**config.mk**
```make
export PLATFORM = sky130hd
export DESIGN_NAME = rgb2ycbcr_pipe
export DESIGN_NICKNAME = d
export VERILOG_FILES = /design/src/rtl/rgb2ycbcr_pkg.sv /design/src/rtl/rgb2ycbcr_dot.sv /design/src/rtl/rgb2ycbcr_pipe.sv
export SDC_FILE = /design/constraint.sdc
export NUM_CORES = 1
export LEC_CHECK = 0
export CORE_MARGIN = 8
export CORE_UTILIZATION = 40
export CTS_CLUSTER_SIZE = 20
export DETAILED_ROUTE_END_ITERATION = 10
export PLACE_DENSITY = 0.61
export SYNTH_ARGS = -nofsm -noshare
export SYNTH_HDL_FRONTEND = slang
export SYNTH_SLANG_ARGS = --single-unit
```
**constraint.sdc**
```tcl
create_clock -name clk -period 4.4 [get_ports clk]
set_input_delay 0.88 -clock clk [delete_from_list [all_inputs] [get_ports clk]]
set_output_delay 0.88 -clock clk [all_outputs]
set_load 0.1 [all_outputs]
```
**src/rtl/rgb2ycbcr_pkg.sv**
```systemverilog
// Shared constants, types and helpers for the RGB -> BT.601 YCbCr converter.
package rgb2ycbcr_pkg;

    localparam int unsigned PIX_W = 8;
    localparam int unsigned SUM_W = 18;
    localparam int unsigned EXT_W = 10;

    localparam int K_YR = 66;
    localparam int K_YG = 129;
    localparam int K_YB = 25;
    localparam int K_BR = -38;
    localparam int K_BG = -74;
    localparam int K_BB = 112;
    localparam int K_RR = 112;
    localparam int K_RG = -94;
    localparam int K_RB = -18;

    localparam int Y_OFF = 16;
    localparam int C_OFF = 128;
    localparam int RND   = 128;

    localparam int Y_MIN = 16;
    localparam int Y_MAX = 235;
    localparam int C_MIN = 16;
    localparam int C_MAX = 240;

    typedef logic signed [SUM_W-1:0] sum_t;
    typedef logic signed [EXT_W-1:0] ext_t;

    typedef struct packed {
        logic [PIX_W-1:0] y;
        logic [PIX_W-1:0] cb;
        logic [PIX_W-1:0] cr;
    } ycc_t;

    // Constant multiply built from shifted copies of x; k folds at elaboration.
    function automatic sum_t cmul(input logic [PIX_W-1:0] x, input int k);
        sum_t acc;
        int   m;
        acc = '0;
        m   = (k < 0) ? -k : k;
        for (int i = 0; i < 8; i++) begin
            if (m[i]) acc = acc + (SUM_W'(x) << i);
        end
        return (k < 0) ? -acc : acc;
    endfunction

    function automatic logic [PIX_W-1:0] sat(input ext_t v, input int lo, input int hi);
        if (v < EXT_W'(lo)) return PIX_W'(lo);
        if (v > EXT_W'(hi)) return PIX_W'(hi);
        return PIX_W'(v);
    endfunction

endpackage

```
**src/rtl/rgb2ycbcr_dot.sv**
```systemverilog
// Combinational 3-term constant dot product with the rounding offset added.
module rgb2ycbcr_dot
    import rgb2ycbcr_pkg::*;
#(
    parameter int KA = 0,
    parameter int KB = 0,
    parameter int KC = 0
) (
    input  logic [PIX_W-1:0] a,
    input  logic [PIX_W-1:0] b,
    input  logic [PIX_W-1:0] c,
    output sum_t             sum
);

    assign sum = cmul(a, KA) + cmul(b, KB) + cmul(c, KC) + SUM_W'(RND);

endmodule

```
**src/rtl/rgb2ycbcr_pipe.sv**
```systemverilog
// 2-stage RGB -> BT.601 studio-swing YCbCr converter with valid/ready on both sides.
// Optional 4:2:2 horizontal chroma averaging when CHROMA_422_EN is defined.
module rgb2ycbcr_pipe
    import rgb2ycbcr_pkg::*;
#(
    parameter int unsigned CLAMP_STUDIO = 0
) (
    input  logic             clk,
    input  logic             rstn,
    input  logic [PIX_W-1:0] r,
    input  logic [PIX_W-1:0] g,
    input  logic [PIX_W-1:0] b,
    input  logic             sol_i,
    input  logic             vld_i,
    output logic             rdy_o,
    output logic [PIX_W-1:0] y,
    output logic [PIX_W-1:0] cb,
    output logic [PIX_W-1:0] cr,
    output logic             c_vld_o,
    output logic             vld_o,
    input  logic             rdy_i
);

    localparam int Y_LO = (CLAMP_STUDIO != 0) ? Y_MIN : 0;
    localparam int Y_HI = (CLAMP_STUDIO != 0) ? Y_MAX : 255;
    localparam int C_LO = (CLAMP_STUDIO != 0) ? C_MIN : 0;
    localparam int C_HI = (CLAMP_STUDIO != 0) ? C_MAX : 255;

    // Whole pipeline moves together; a stalled output freezes every stage.
    logic adv;
    assign adv   = ~vld_o | rdy_i;
    assign rdy_o = adv;

    sum_t sy_c, sb_c, sr_c;

    rgb2ycbcr_dot #(.KA(K_YR), .KB(K_YG), .KC(K_YB)) u_dot_y (
        .a(r), .b(g), .c(b), .sum(sy_c)
    );
    rgb2ycbcr_dot #(.KA(K_BR), .KB(K_BG), .KC(K_BB)) u_dot_b (
        .a(r), .b(g), .c(b), .sum(sb_c)
    );
    rgb2ycbcr_dot #(.KA(K_RR), .KB(K_RG), .KC(K_RB)) u_dot_r (
        .a(r), .b(g), .c(b), .sum(sr_c)
    );

    logic v1;
    sum_t s1_sy, s1_sb, s1_sr;

    always_ff @(posedge clk or negedge rstn) begin
        if (!rstn) begin
            v1    <= 1'b0;
            s1_sy <= '0;
            s1_sb <= '0;
            s1_sr <= '0;
        end else if (adv) begin
            v1    <= vld_i;
            s1_sy <= sy_c;
            s1_sb <= sb_c;
            s1_sr <= sr_c;
        end
    end

    // Floor-divide by 256, add offsets, then saturate to the selected swing.
    ext_t y_full, cb_full, cr_full;
    ycc_t sat_c;

    assign y_full   = EXT_W'(Y_OFF) + EXT_W'(s1_sy >>> 8);
    assign cb_full  = EXT_W'(C_OFF) + EXT_W'(s1_sb >>> 8);
    assign cr_full  = EXT_W'(C_OFF) + EXT_W'(s1_sr >>> 8);
    assign sat_c.y  = sat(y_full, Y_LO, Y_HI);
    assign sat_c.cb = sat(cb_full, C_LO, C_HI);
    assign sat_c.cr = sat(cr_full, C_LO, C_HI);

`ifdef CHROMA_422_EN
    logic             ph, pix_ph, s1_ph;
    logic [PIX_W-1:0] cb0, cr0;
    logic [PIX_W-1:0] cb_avg_c, cr_avg_c;

    // Start-of-line forces the pixel onto the even (held) phase.
    assign pix_ph = sol_i ? 1'b0 : ph;

    always_ff @(posedge clk or negedge rstn) begin
        if (!rstn) begin
            ph    <= 1'b0;
            s1_ph <= 1'b0;
        end else if (adv) begin
            s1_ph <= pix_ph;
            if (vld_i) ph <= ~pix_ph;
        end
    end

    assign cb_avg_c = PIX_W'(({1'b0, cb0} + {1'b0, sat_c.cb} + 9'd1) >> 1);
    assign cr_avg_c = PIX_W'(({1'b0, cr0} + {1'b0, sat_c.cr} + 9'd1) >> 1);

    always_ff @(posedge clk or negedge rstn) begin
        if (!rstn) begin
            vld_o   <= 1'b0;
            c_vld_o <= 1'b0;
            y       <= '0;
            cb      <= '0;
            cr      <= '0;
            cb0     <= '0;
            cr0     <= '0;
        end else if (adv) begin
            vld_o <= v1;
            y     <= sat_c.y;
            if (s1_ph) begin
                cb      <= cb_avg_c;
                cr      <= cr_avg_c;
                c_vld_o <= v1;
            end else begin
                cb      <= '0;
                cr      <= '0;
                c_vld_o <= 1'b0;
                if (v1) begin
                    cb0 <= sat_c.cb;
                    cr0 <= sat_c.cr;
                end
            end
        end
    end
`else
    logic unused_sol;
    assign unused_sol = sol_i;

    always_ff @(posedge clk or negedge rstn) begin
        if (!rstn) begin
            vld_o   <= 1'b0;
            c_vld_o <= 1'b0;
            y       <= '0;
            cb      <= '0;
            cr      <= '0;
        end else if (adv) begin
            vld_o   <= v1;
            c_vld_o <= v1;
            y       <= sat_c.y;
            cb      <= sat_c.cb;
            cr      <= sat_c.cr;
        end
    end
`endif

endmodule

```
# --- After elaboration in Yosys (flattened, before gate mapping) ---
# Index checks and enable logic that the tools add are counted.
totals:
  ff_bits: 80
  inputBits: 29
  output_inout_bits: 27
  elab_cells: 70
op_classes:
  add_sub_neg: 33
  magnitude_cmp: 6
  n_mux: 21
  bitwise: 2
op_table:
  columns: ["cell", "count"]
  rows:
  - ["$mux 8", 12]
  - ["$add 18x14->18", 4]
  - ["$add 18x18->18", 4]
  - ["$add 18x9->18 const B", 3]
  - ["$neg 18->18", 3]
  - ["$gt 10x9->1 const B", 3]
  - ["$lt 10x1->1 const B", 3]
  - ["$add 12x13->14", 2]
  - ["$add 9x10->11", 2]
  - ["$add 9x10->10 const A", 2]
  - ["$add 18x11->18", 1]
  - ["$add 18x12->18", 1]
  - ["$add 18x13->18", 1]
  - ["$add 18x16->18", 1]
  - ["$neg 13->18", 1]
  - ["$add 8x15->16", 1]
  - ["$add 14x14->15", 1]
  - ["$add 9x14->15", 1]
  - ["$add 12x12->13", 1]
  - ["$add 9x12->13", 1]
  - ["$add 8x11->12", 1]
  - ["$add 9x11->12", 1]
  - ["$add 6x10->10 const A", 1]
  - ["$mux 1", 9]
  - ["other kinds (2)", 2]

# --- Longest topological paths before layout ---
logic_depth:
  depth_word: 8
  mapped_depth: 23
  depth_no_buf: 23

# --- By module ---
# A second synthesis with hierarchy kept.
unflattened:
  hier_cells: 1145
  area_unflattened_um2: 10068.4
modules_own_cells:
  columns: ["module", "instances", "cells_each", "area_per_inst_um2", "seq_area_each_um2"]
  rows:
  - ["rgb2ycbcr_dot (u_dot_r)", 1, 353, 2997.9, 0.0]
  - ["rgb2ycbcr_dot (u_dot_b)", 1, 304, 2642.5, 0.0]
  - ["rgb2ycbcr_pipe", 1, 240, 2284.7, 1401.3]
  - ["rgb2ycbcr_dot (u_dot_y)", 1, 248, 2143.3, 0.0]

# --- Worst setup path after synthesis ---
# No wires, ideal clock.
synth_path:
  path_type: "input -> register"
  startpoint: "input port g[0]"
  endpoint: "register s1_sr[15]"
  setup_time_ps: 82
  arrival_time_ps: 6241
  t_required_ps: 4318
  path_slack_ps: -1923
  path_stages: 23
  path_buffers: 0
  path_cell_list: "ha_1 fa_1 a21o_1 a21oi_1 nor2b_1 o21ai_0 nand2b_1 xnor2_1 fa_1 inv_1 fa_1 inv_1 fa_1 inv_1 fa_1 inv_1 ha_1 and3_4 a221oi_4 a21boi_2 or2_4 or4b_4 a22oi_2"
synth_via:
  elab_chain_len: 8
synth_lines:
  columns: ["element", "line_no", "source"]
  rows:
  - ["from (decl)", "rgb2ycbcr_pipe.sv:11", "input logic [PIX_W-1:0] g,"]
  - ["$add 9x10->11", "rgb2ycbcr_pkg.sv:43", "if (m[i]) acc = acc + (SUM_W'(x) << i);"]
  - ["$add 18x11->18", "rgb2ycbcr_pkg.sv:43", null]
  - ["$add 18x12->18", "rgb2ycbcr_pkg.sv:43", null]
  - ["$add 18x14->18 *", "rgb2ycbcr_pkg.sv:43", null]
  - ["$neg 18->18 *", "rgb2ycbcr_pkg.sv:45", "return (k < 0) ? -acc : acc;"]
  - ["$add 18x18->18 * (2 in series)", "rgb2ycbcr_dot.sv:15", "assign sum = cmul(a, KA) + cmul(b, KB) + cmul(c, KC) + SUM_W'(RND);"]
  - ["$add 18x9->18 *", "rgb2ycbcr_dot.sv:15", null]
  - ["to (signal assigned)", "rgb2ycbcr_pipe.sv:59", "s1_sr <= sr_c;"]
  - ["to (decl)", "rgb2ycbcr_pipe.sv:47", "sum_t s1_sy, s1_sb, s1_sr;"]
# Mark *: on every way between the ends. The rest lies on a longest branch, timed or not.
# A chain may end at the register's enable or synchronous reset.

# --- Worst setup path in the final report ---
layout_path:
  startpoint: "input port g[1]"
  endpoint: "register s1_sr[15]"
# Same word-level chain as after synthesis.

==> out/qor.txt <==
status: finished, violations left
failing checks: negative setup slack
Yosys warning count: 0
total area of sequential cells: 1400 um^2
Iter 0 DRT Violations: 161
#FFs+latches synth: 56
Tcrit/Tclk final: 1.33
area taken by multi-input logic gates: 7560 um^2
Detail Route Antenna Nets: 0
clock buffer count from CTS: 5
Post-synth EDFFs: 0
DR vias: 7193
Crit Path Max Fanout: 3
final non-filler cell total: 1500
Synth Area in XOR/XNOR: 0.0667
layout cells sized above 1: 0.334
proportion of synthesized area in mux cells: 0.00375
Residual DRC: 0
fillcell total: 1914
CP Launch Type: primary input
Root Buffer Master: clkbuf_16
net count of the mapped netlist: 1218
count leader, synth: inv_1
area leader, netlist: fa_1
initial antenna violation count: 0
vias in the first global route: 7591
WP data arrival: 6.07 ns
Slew @ Worst Pin: 0.983 ns
GRT Overall Usage: 0.176
largest family of logic cells by synthesized area: adder cells
Area contributors post-synth: fa_1, ha_1, dfrtp_1, inv_1, xnor2_1
register area share after synthesis: 0.162
num rows: 54
Die Y: 163 um
worst path required time: 4.61 ns
total core area: 21600 um^2
Antenna Cells: 0
clk slew on worst S/H paths: 0.07 ns
dpl hpwl: 19100 um
clk_lat worst skew: 0.29 ns
CP Capture Type: flip-flop
nets: 1498
# port buffers: 54
largest net degree at the start of global routing: 78
Post-synth ARST share: 1.00
Clock H-tree levels: 2
Final Slew Violations: 0
Hold Fails Final Rpt: 0
fin crit period: 5.86 ns
Avg Inst Size Synth: 9.23 um^2
# IOs: 56
vias per std cell: 4.80
setup repair after global routing missed its margin: true
Clock Path Buffers: 2
Post-synth top flop: dfrtp_1
grt total ovfl: 0
initial core utilization: 0.402
Final Worst Setup Slack: -1.46 ns
dpl cell area: 11400 um^2
Min-Delay Path Class: flip-flop to flip-flop
share of the synthesized area in the top cell type: 0.231
routed len/inst: 15.3 um
Slew HR: 0.343
Distinct cells, synth: 55
clk sinks: 56
adder-cell share of the synthesized area: 0.447
Placed Cells: 1460
first-pass GRT wire length: 37800 um
Synth Area in Compound Gates: 0.138
Routed Wire Length: 22900 um
WS Path Type: primary input to flip-flop
clock skew: 0.00680 ns
post-synthesis simple-gate area fraction: 0.0931
total die area: 26600 um^2
Die W: 163 um
RD Place Congestion: 0.914
drt pass-1 iters: 4
top post-synthesis cells by count: inv_1, ha_1, fa_1
Max Clk Rate: 171 MHz
max-cap check violation count: 0
Setup WS pre-CTS: -2.24 ns
Setup Viol. Count Final: 30
Syn Inst Count: 939
P&R area growth vs syn: 45.5%
CTS tree: built
final instance area: 12600 um^2
synthesized area: 8670 um^2
final core occ: 0.585
==> kinds of logic (layout without fill, tap and decap cells) <==
family	Yosys count	after routing
flip-flops	56	56
AO/OA/AOI/OAI	190	190
buffers and inverters	205	486
adder cells (fa/ha/maj)	250	250
XOR/XNOR	66	66
multiplexers	3	3
AND/OR/NAND/NOR	169	169
==> final timing paths <==
path / from / end / slack (ns) / cells after the start
setup / recovery: g[1] / s1_sr[15]$_DFFE_PN0P_ / -1.46 / 24
hold / removal: v1$_DFFE_PN0P_ / v1$_DFFE_PN0P_ / 0.47 / 2
setup reg to reg: c_vld_o$_DFFE_PN0P_ / s1_sy[16]$_DFFE_PN0P_ / 2.67 / 5
hold reg to reg: v1$_DFFE_PN0P_ / v1$_DFFE_PN0P_ / 0.47 / 2
max in group asynchronous: rstn / s1_sb[14]$_DFFE_PN0P_ / 3.06 / 2
min in group asynchronous: rstn / cr[0]$_DFFE_PN0P_ / 0.52 / 1
==> registers in the layout (all words and copies together) (netlist names) <==
name / cells
v1: 1
cb: 8
cr: 8
s1_sy: 10
s1_sr: 10
s1_sb: 10
y: 8
c_vld_o: 1
==> critical path, cell delays in order <==
cell      delay (ns)
buf_8           0.10
ha_4            0.16
fa_2            0.37
a21o_1          0.19
a21oi_2         0.13
nor2b_1         0.06
o21ai_1         0.15
nand2b_1        0.12
xnor2_2         0.16
fa_1            0.50
inv_1           0.05
fa_1            0.47
inv_1           0.05
fa_1            0.47
inv_1           0.05
fa_1            0.48
inv_2           0.04
ha_4            0.21
buf_6           0.11
a221oi_4        0.31
a21boi_2        0.11
or2_4           0.24
or4b_4          0.51
a22oi_2         0.14
==> final cells by class <==
class	instances	share of cell area
Clock buffer	5	0.00992
Clock inverter	3	0.00179
Inverter	192	0.0579
Multi-Input combinational cell	678	0.600
Sequential cell	56	0.111
Tap cell	280	0.0278
Timing Repair Buffer	286	0.192
==> cell usage in the layout, fill, tap and decap left out, types with 4 or more instances in the layout <==
cell type,count
o31ai_1,6
nand3_1,9
ha_4,35
o21ai_1,8
buf_6,36
nor2b_1,7
nor2_1,34
inv_2,10
nand4_1,5
nand2_1,63
o21ai_0,52
fa_1,92
a21o_1,27
o21bai_1,4
a21oi_4,4
buf_2,5
nand2b_1,5
dfrtp_1,56
ha_1,110
clkdlybuf4s50_1,32
xnor2_2,10
xor2_1,18
xnor2_1,33
o21ai_2,4
a21oi_2,17
nor3_1,8
buf_4,197
dlygate4sd2_1,7
clkbuf_16,5
ha_2,5
a21oi_1,27
inv_1,179
fa_2,8
buf_8,4
==> metrics by stage <==
stage | hold WS (ns) | TNS (ns)
finish | 0.466 | -25.30
CTS | 0.469 | -24.12
floorplan | 0.430 | -17.15
global route | 0.489 | -30.65
global placement | 0.442 | -46.20
detailed placement | 0.453 | -47.42
==> timing repair <==
action	CTS	global route
setup buffers	21	15
endpoints found under the setup margin	30	30
hold buffers	0	0
pin swaps	98	72
gates resized for setup	169	55
==> layer usage <==
metal  routed length (um)  global-route usage  share of wire
met4                  667              0.0588          0.029
met1                10800               0.236           0.47
met5                    0                   0              0
met2                10600               0.292           0.46
met3                  917              0.0174          0.040
Power is left out: the tool's default activity adds up to more than one toggle a clock period on the data nets, which glitch-free logic cannot reach.
==> edit 1, RTL diff (same flow settings) <==
Set the package constant `SUM_W` to 36 (it was 18).
--- a/src/rtl/rgb2ycbcr_pkg.sv
+++ b/src/rtl/rgb2ycbcr_pkg.sv
@@ -2,7 +2,7 @@
 package rgb2ycbcr_pkg;
 
     localparam int unsigned PIX_W = 8;
-    localparam int unsigned SUM_W = 18;
+    localparam int unsigned SUM_W = 36;
     localparam int unsigned EXT_W = 10;
 
     localparam int K_YR = 66;
Function: not settled (the Yosys comparison gave no result); the edit may change what the design does.
==> edit 1 against the unedited design <==
The run still ends with setup timing left; routed wire length down 2.7%; worst setup slack better by 110 ps; first-iteration DRC count up 24%; hold slack worse by 6.4 ps; final area up 1.3%; count of clock-buffer cells in the layout unchanged; clock skew up 0.67 ps; sequential cell count unchanged; area after synthesis up 0.46%; critical path type unchanged; largest cell class unchanged; highest routed layer unchanged.
Power is left out: the tool's default activity adds up to more than one toggle a clock period on the data nets, which glitch-free logic cannot reach.
==> edit 1: results (changes against the unedited design) <==
[drt]
post_drt_via_cell_ratio = 4.84  ; was 4.80
routedWlPerCell_um = 15.0  ; was 15.3 µm
dr.first_iter.drc_count = 200  ; was 161

[synthesis]
synthDistinctLibCells = 59  ; was 55
synthTopCellsByCount = 198 x sky130_fd_sc_hd__ha_1, 137 x sky130_fd_sc_hd__inv_1, 80 x sky130_fd_sc_hd__fa_1, 63 x sky130_fd_sc_hd__a21oi_1, 63 x sky130_fd_sc_hd__nand2_1  ; was 192 x sky130_fd_sc_hd__inv_1, 150 x sky130_fd_sc_hd__ha_1, 100 x sky130_fd_sc_hd__fa_1, 67 x sky130_fd_sc_hd__nand2_1, 67 x sky130_fd_sc_hd__o21ai_0
synthTopCellsByArea = sky130_fd_sc_hd__ha_1 28%, sky130_fd_sc_hd__fa_1 18%, sky130_fd_sc_hd__dfrtp_1 16%  ; was sky130_fd_sc_hd__fa_1 23%, sky130_fd_sc_hd__ha_1 22%, sky130_fd_sc_hd__dfrtp_1 16%
yosysSeqAreaShare_pct = 16.1  ; was 16.2%
postSynthNetCount = 1227  ; was 1218

[status]
violations = setup timing  ; unchanged
run_status = complete, but fails checks  ; unchanged

[placement]
hpwl_um = 17600  ; was 19100 µm
gpl_wtd_cong = 0.835  ; was 0.914

[timing]
tns_ps = -16750  ; was -25300 ps
clock-skew-final_ps = 7.46  ; was 6.80 ps
final_setup_violations = 26  ; was 30
slew_headroom_pct = 33.3  ; was 34.3%
finalWorstSetupSlack_ps = -1350  ; was -1460 ps

[layout]
post_route_cells_drive_above_1_share_pct = 35.1  ; was 33.4%
nets = 1512  ; was 1498
filler_cell_count = 1900  ; was 1914

[worst_setup_path]
crit_path_dat_ps = 5930  ; was 6070 ps
cp_slowest_stage_delay_ps = 530  ; was 510 ps
critical-path-slowest-cell = sky130_fd_sc_hd__fa_2  ; was sky130_fd_sc_hd__or4b_4

[global_routing]
grt_max_degree = 80  ; was 78
grt_first_pass_wirelength_um = 37000  ; was 37800 µm
global_routing_usage_summed_across_all_routing_layers_pct = 17.0  ; was 17.6%

-- edit 1: cell count changes after synthesis, moves of 9 or more --
cell / before / now
sky130_fd_sc_hd__inv_1: 192 / 137
sky130_fd_sc_hd__ha_1: 150 / 198
sky130_fd_sc_hd__fa_1: 100 / 80
sky130_fd_sc_hd__o21ai_0: 67 / 50
sky130_fd_sc_hd__o21bai_1: 5 / 21
sky130_fd_sc_hd__a21oi_1: 48 / 63
sky130_fd_sc_hd__o21ai_1: 0 / 13
sky130_fd_sc_hd__xnor2_1: 43 / 53
sky130_fd_sc_hd__a21o_1: 29 / 20
-- edit 1: layout make-up --
| type | count | area share (%) |
|---|---|---|
| inverter | 139 | 4.14 |
| multi-input combinational | 713 | 61.3 |
| timing repair buffer | 290 | 19.7 |
| tap | 280 | 2.74 |
| clock inverter | 2 | 0.127 |
| sequential | 56 | 11.0 |
| clock buffer | 5 | 0.979 |
-- edit 1: what timing repair did --
action	4_1_cts	5_1_grt
setup endpoints to repair	29	29
pin swaps	146	53
buffers inserted	39	8
gates resized for setup	218	50
gates cloned	0	0
-- edit 1: worst paths after layout --
path / startpoint / end / slack, ps / depth (start not counted)
worst max register to register: c_vld_o$_DFFE_PN0P_ / s1_sb[15]$_DFFE_PN0P_ / 2610 / 5
min in group asynchronous: rstn / y[0]$_DFFE_PN0P_ / 720 / 2
worst min register to register: v1$_DFFE_PN0P_ / v1$_DFFE_PN0P_ / 460 / 2
worst max-delay path: g[1] / s1_sr[16]$_DFFE_PN0P_ / -1350 / 21
worst min-delay path: v1$_DFFE_PN0P_ / v1$_DFFE_PN0P_ / 460 / 2
max in group asynchronous: rstn / cr[6]$_DFFE_PN0P_ / 3200 / 2
-- edit 1: cells by family after synthesis --
logic type | count (synthesis) | synth area share [%]
AO/OA/AOI/OAI | 213 | 15.2
XOR/XNOR | 71 | 7.23
adder cells (fa/ha/maj) | 278 | 46.8
buffers and inverters | 151 | 6.75
flip-flops | 56 | 16.1
AND/OR/NAND/NOR | 151 | 7.93
-- edit 1: metal layers --
layer / global-route usage, % / wire [µm] / up-vias
met3: 1.01 / 552 / 25
met1: 22.4 / 10500 / 3411
met5: 0 / 0 / -
met2: 29.7 / 10800 / 81
met4: 4.42 / 422 / 0
li1: - / - / 3674
-- edit 1: through the flow --
step / cells / area [µm²] / util [%] / hold WS, ps
6_report: 1485 / 12800 / 59.1 / 459
2_1_floorplan: 920 / 8950 / - / 430
3_3_place_gp: 1434 / 11200 / 51.9 / 442
4_1_cts: 1478 / 12500 / 57.7 / 466
5_1_grt: 1485 / 12800 / 59.1 / 480
3_5_place_dp: 1434 / 11200 / 51.9 / 450
==> edit 2, RTL diff (config.mk and constraints unchanged) <==
Without the edit above. Add a define of `CHROMA_422_EN`.
--- a/src/rtl/rgb2ycbcr_pipe.sv
+++ b/src/rtl/rgb2ycbcr_pipe.sv
@@ -1,5 +1,7 @@
 // 2-stage RGB -> BT.601 studio-swing YCbCr converter with valid/ready on both sides.
 // Optional 4:2:2 horizontal chroma averaging when CHROMA_422_EN is defined.
+`define CHROMA_422_EN
+
 module rgb2ycbcr_pipe
     import rgb2ycbcr_pkg::*;
 #(
Check against the original RTL: not equivalent (Yosys sat finds a counterexample within 4 cycles, from zero or initial values and one cycle with rstn low).
==> edit 2 against the unedited design <==
The flow still finishes with violations (setup timing); area after synthesis rose by 16%; sequential cell count rose by 19; routed wire length rose by 8.9%; hold slack barely moved; final area rose by 9.6%; worst setup slack improved by 340 ps; fmax rose by 6.1%; die area rose by 14%; critical path type unchanged.
Power is not shown: default switching activity piles up to over one toggle a cycle in this logic, so the estimate is an artifact.
==> edit 2: results (changes against the unedited design) <==
[status]
run_status = complete, but fails checks  ; unchanged
violations = setup timing  ; unchanged

[layout]
finish.cell_count_without_fillers = 1678  ; was 1500
multi_input_comb_area_um2 = 8150  ; was 7560 µm²
clock_area_share_pct = 2.14  ; was 1.17%
fin_util_pct = 55.5  ; was 58.5%
filler_cell_count = 2208  ; was 1914
area_share_nonclk_buffers_pct = 16.8  ; was 19.2%
nNonClkInverters = 205  ; was 192
seq_area_um2 = 1880  ; was 1400 µm²

[timing]
final_setup_violations = 30  ; unchanged
clock-skew-final_ps = 6.74  ; was 6.80 ps
tns_ps = -17640  ; was -25300 ps
finalWorstSetupSlack_ps = -1120  ; was -1460 ps
worst_tran_pin_value_ps = 974  ; was 983 ps

[worst_setup_path]
cp_slowest_stage_delay_ps = 570  ; was 510 ps
worst-r2r-setup-slack_ps = 1530  ; was 2670 ps
critical-path-slowest-cell = sky130_fd_sc_hd__fa_2  ; was sky130_fd_sc_hd__or4b_4
endpoint = s1_sr[17]$_DFFE_PN0N_  ; was s1_sr[15]$_DFFE_PN0P_
critical_path.max_fanout = 4  ; was 3
crit_path_dat_ps = 5760  ; was 6070 ps
r2r-end = cb[5]$_DFFE_PN0N_  ; was s1_sy[16]$_DFFE_PN0P_

[placement]
dp.cells = 1628  ; was 1460
hpwl_um = 20700  ; was 19100 µm
place_area_um2 = 12700  ; was 11400 µm²
port_buffers = 55  ; was 54

[global_routing]
use_met1_pct = 22.3  ; was 23.6%
vias_in_the_first_global_route = 8539  ; was 7591
grt_first_pass_wirelength_um = 41800  ; was 37800 µm
global_routing_usage_summed_across_all_routing_layers_pct = 16.7  ; was 17.6%

[synthesis]
synthTopCellsByArea = sky130_fd_sc_hd__ha_1 20%, sky130_fd_sc_hd__fa_1 20%, sky130_fd_sc_hd__dfrtp_1 19%  ; was sky130_fd_sc_hd__fa_1 23%, sky130_fd_sc_hd__ha_1 22%, sky130_fd_sc_hd__dfrtp_1 16%
synth.mux.area_fraction_pct = 1.45  ; was 0.375%
synthDistinctLibCells = 61  ; was 55
yosysSeqAreaShare_pct = 18.7  ; was 16.2%
synth_cells = 1076  ; was 939
post_synth_xor_area_fraction_pct = 6.21  ; was 6.67%

[floorplanning]
std_cell_rows = 58  ; was 54

[drt]
wl_met2_um = 12200  ; was 10600 µm
routedWlPerCell_um = 14.9  ; was 15.3 µm

[clock_network]
cts_resized = 163  ; was 169

-- edit 2: worst min path at each step --
| stage | startpoint | end | slack (ps) | depth (start not counted) |
|---|---|---|---|---|
| CTS | c_vld_o$_DFFE_PN0N_ | c_vld_o$_DFFE_PN0N_ | 470 | 2 |
| floorplan | s1_sr[9]$_DFFE_PN0N_ | s1_sr[9]$_DFFE_PN0N_ | 440 | 2 |
| global route | c_vld_o$_DFFE_PN0N_ | c_vld_o$_DFFE_PN0N_ | 490 | 2 |
| detailed placement | c_vld_o$_DFFE_PN0N_ | c_vld_o$_DFFE_PN0N_ | 460 | 2 |
| global placement | c_vld_o$_DFFE_PN0N_ | c_vld_o$_DFFE_PN0N_ | 450 | 2 |
| finish | c_vld_o$_DFFE_PN0N_ | c_vld_o$_DFFE_PN0N_ | 470 | 2 |
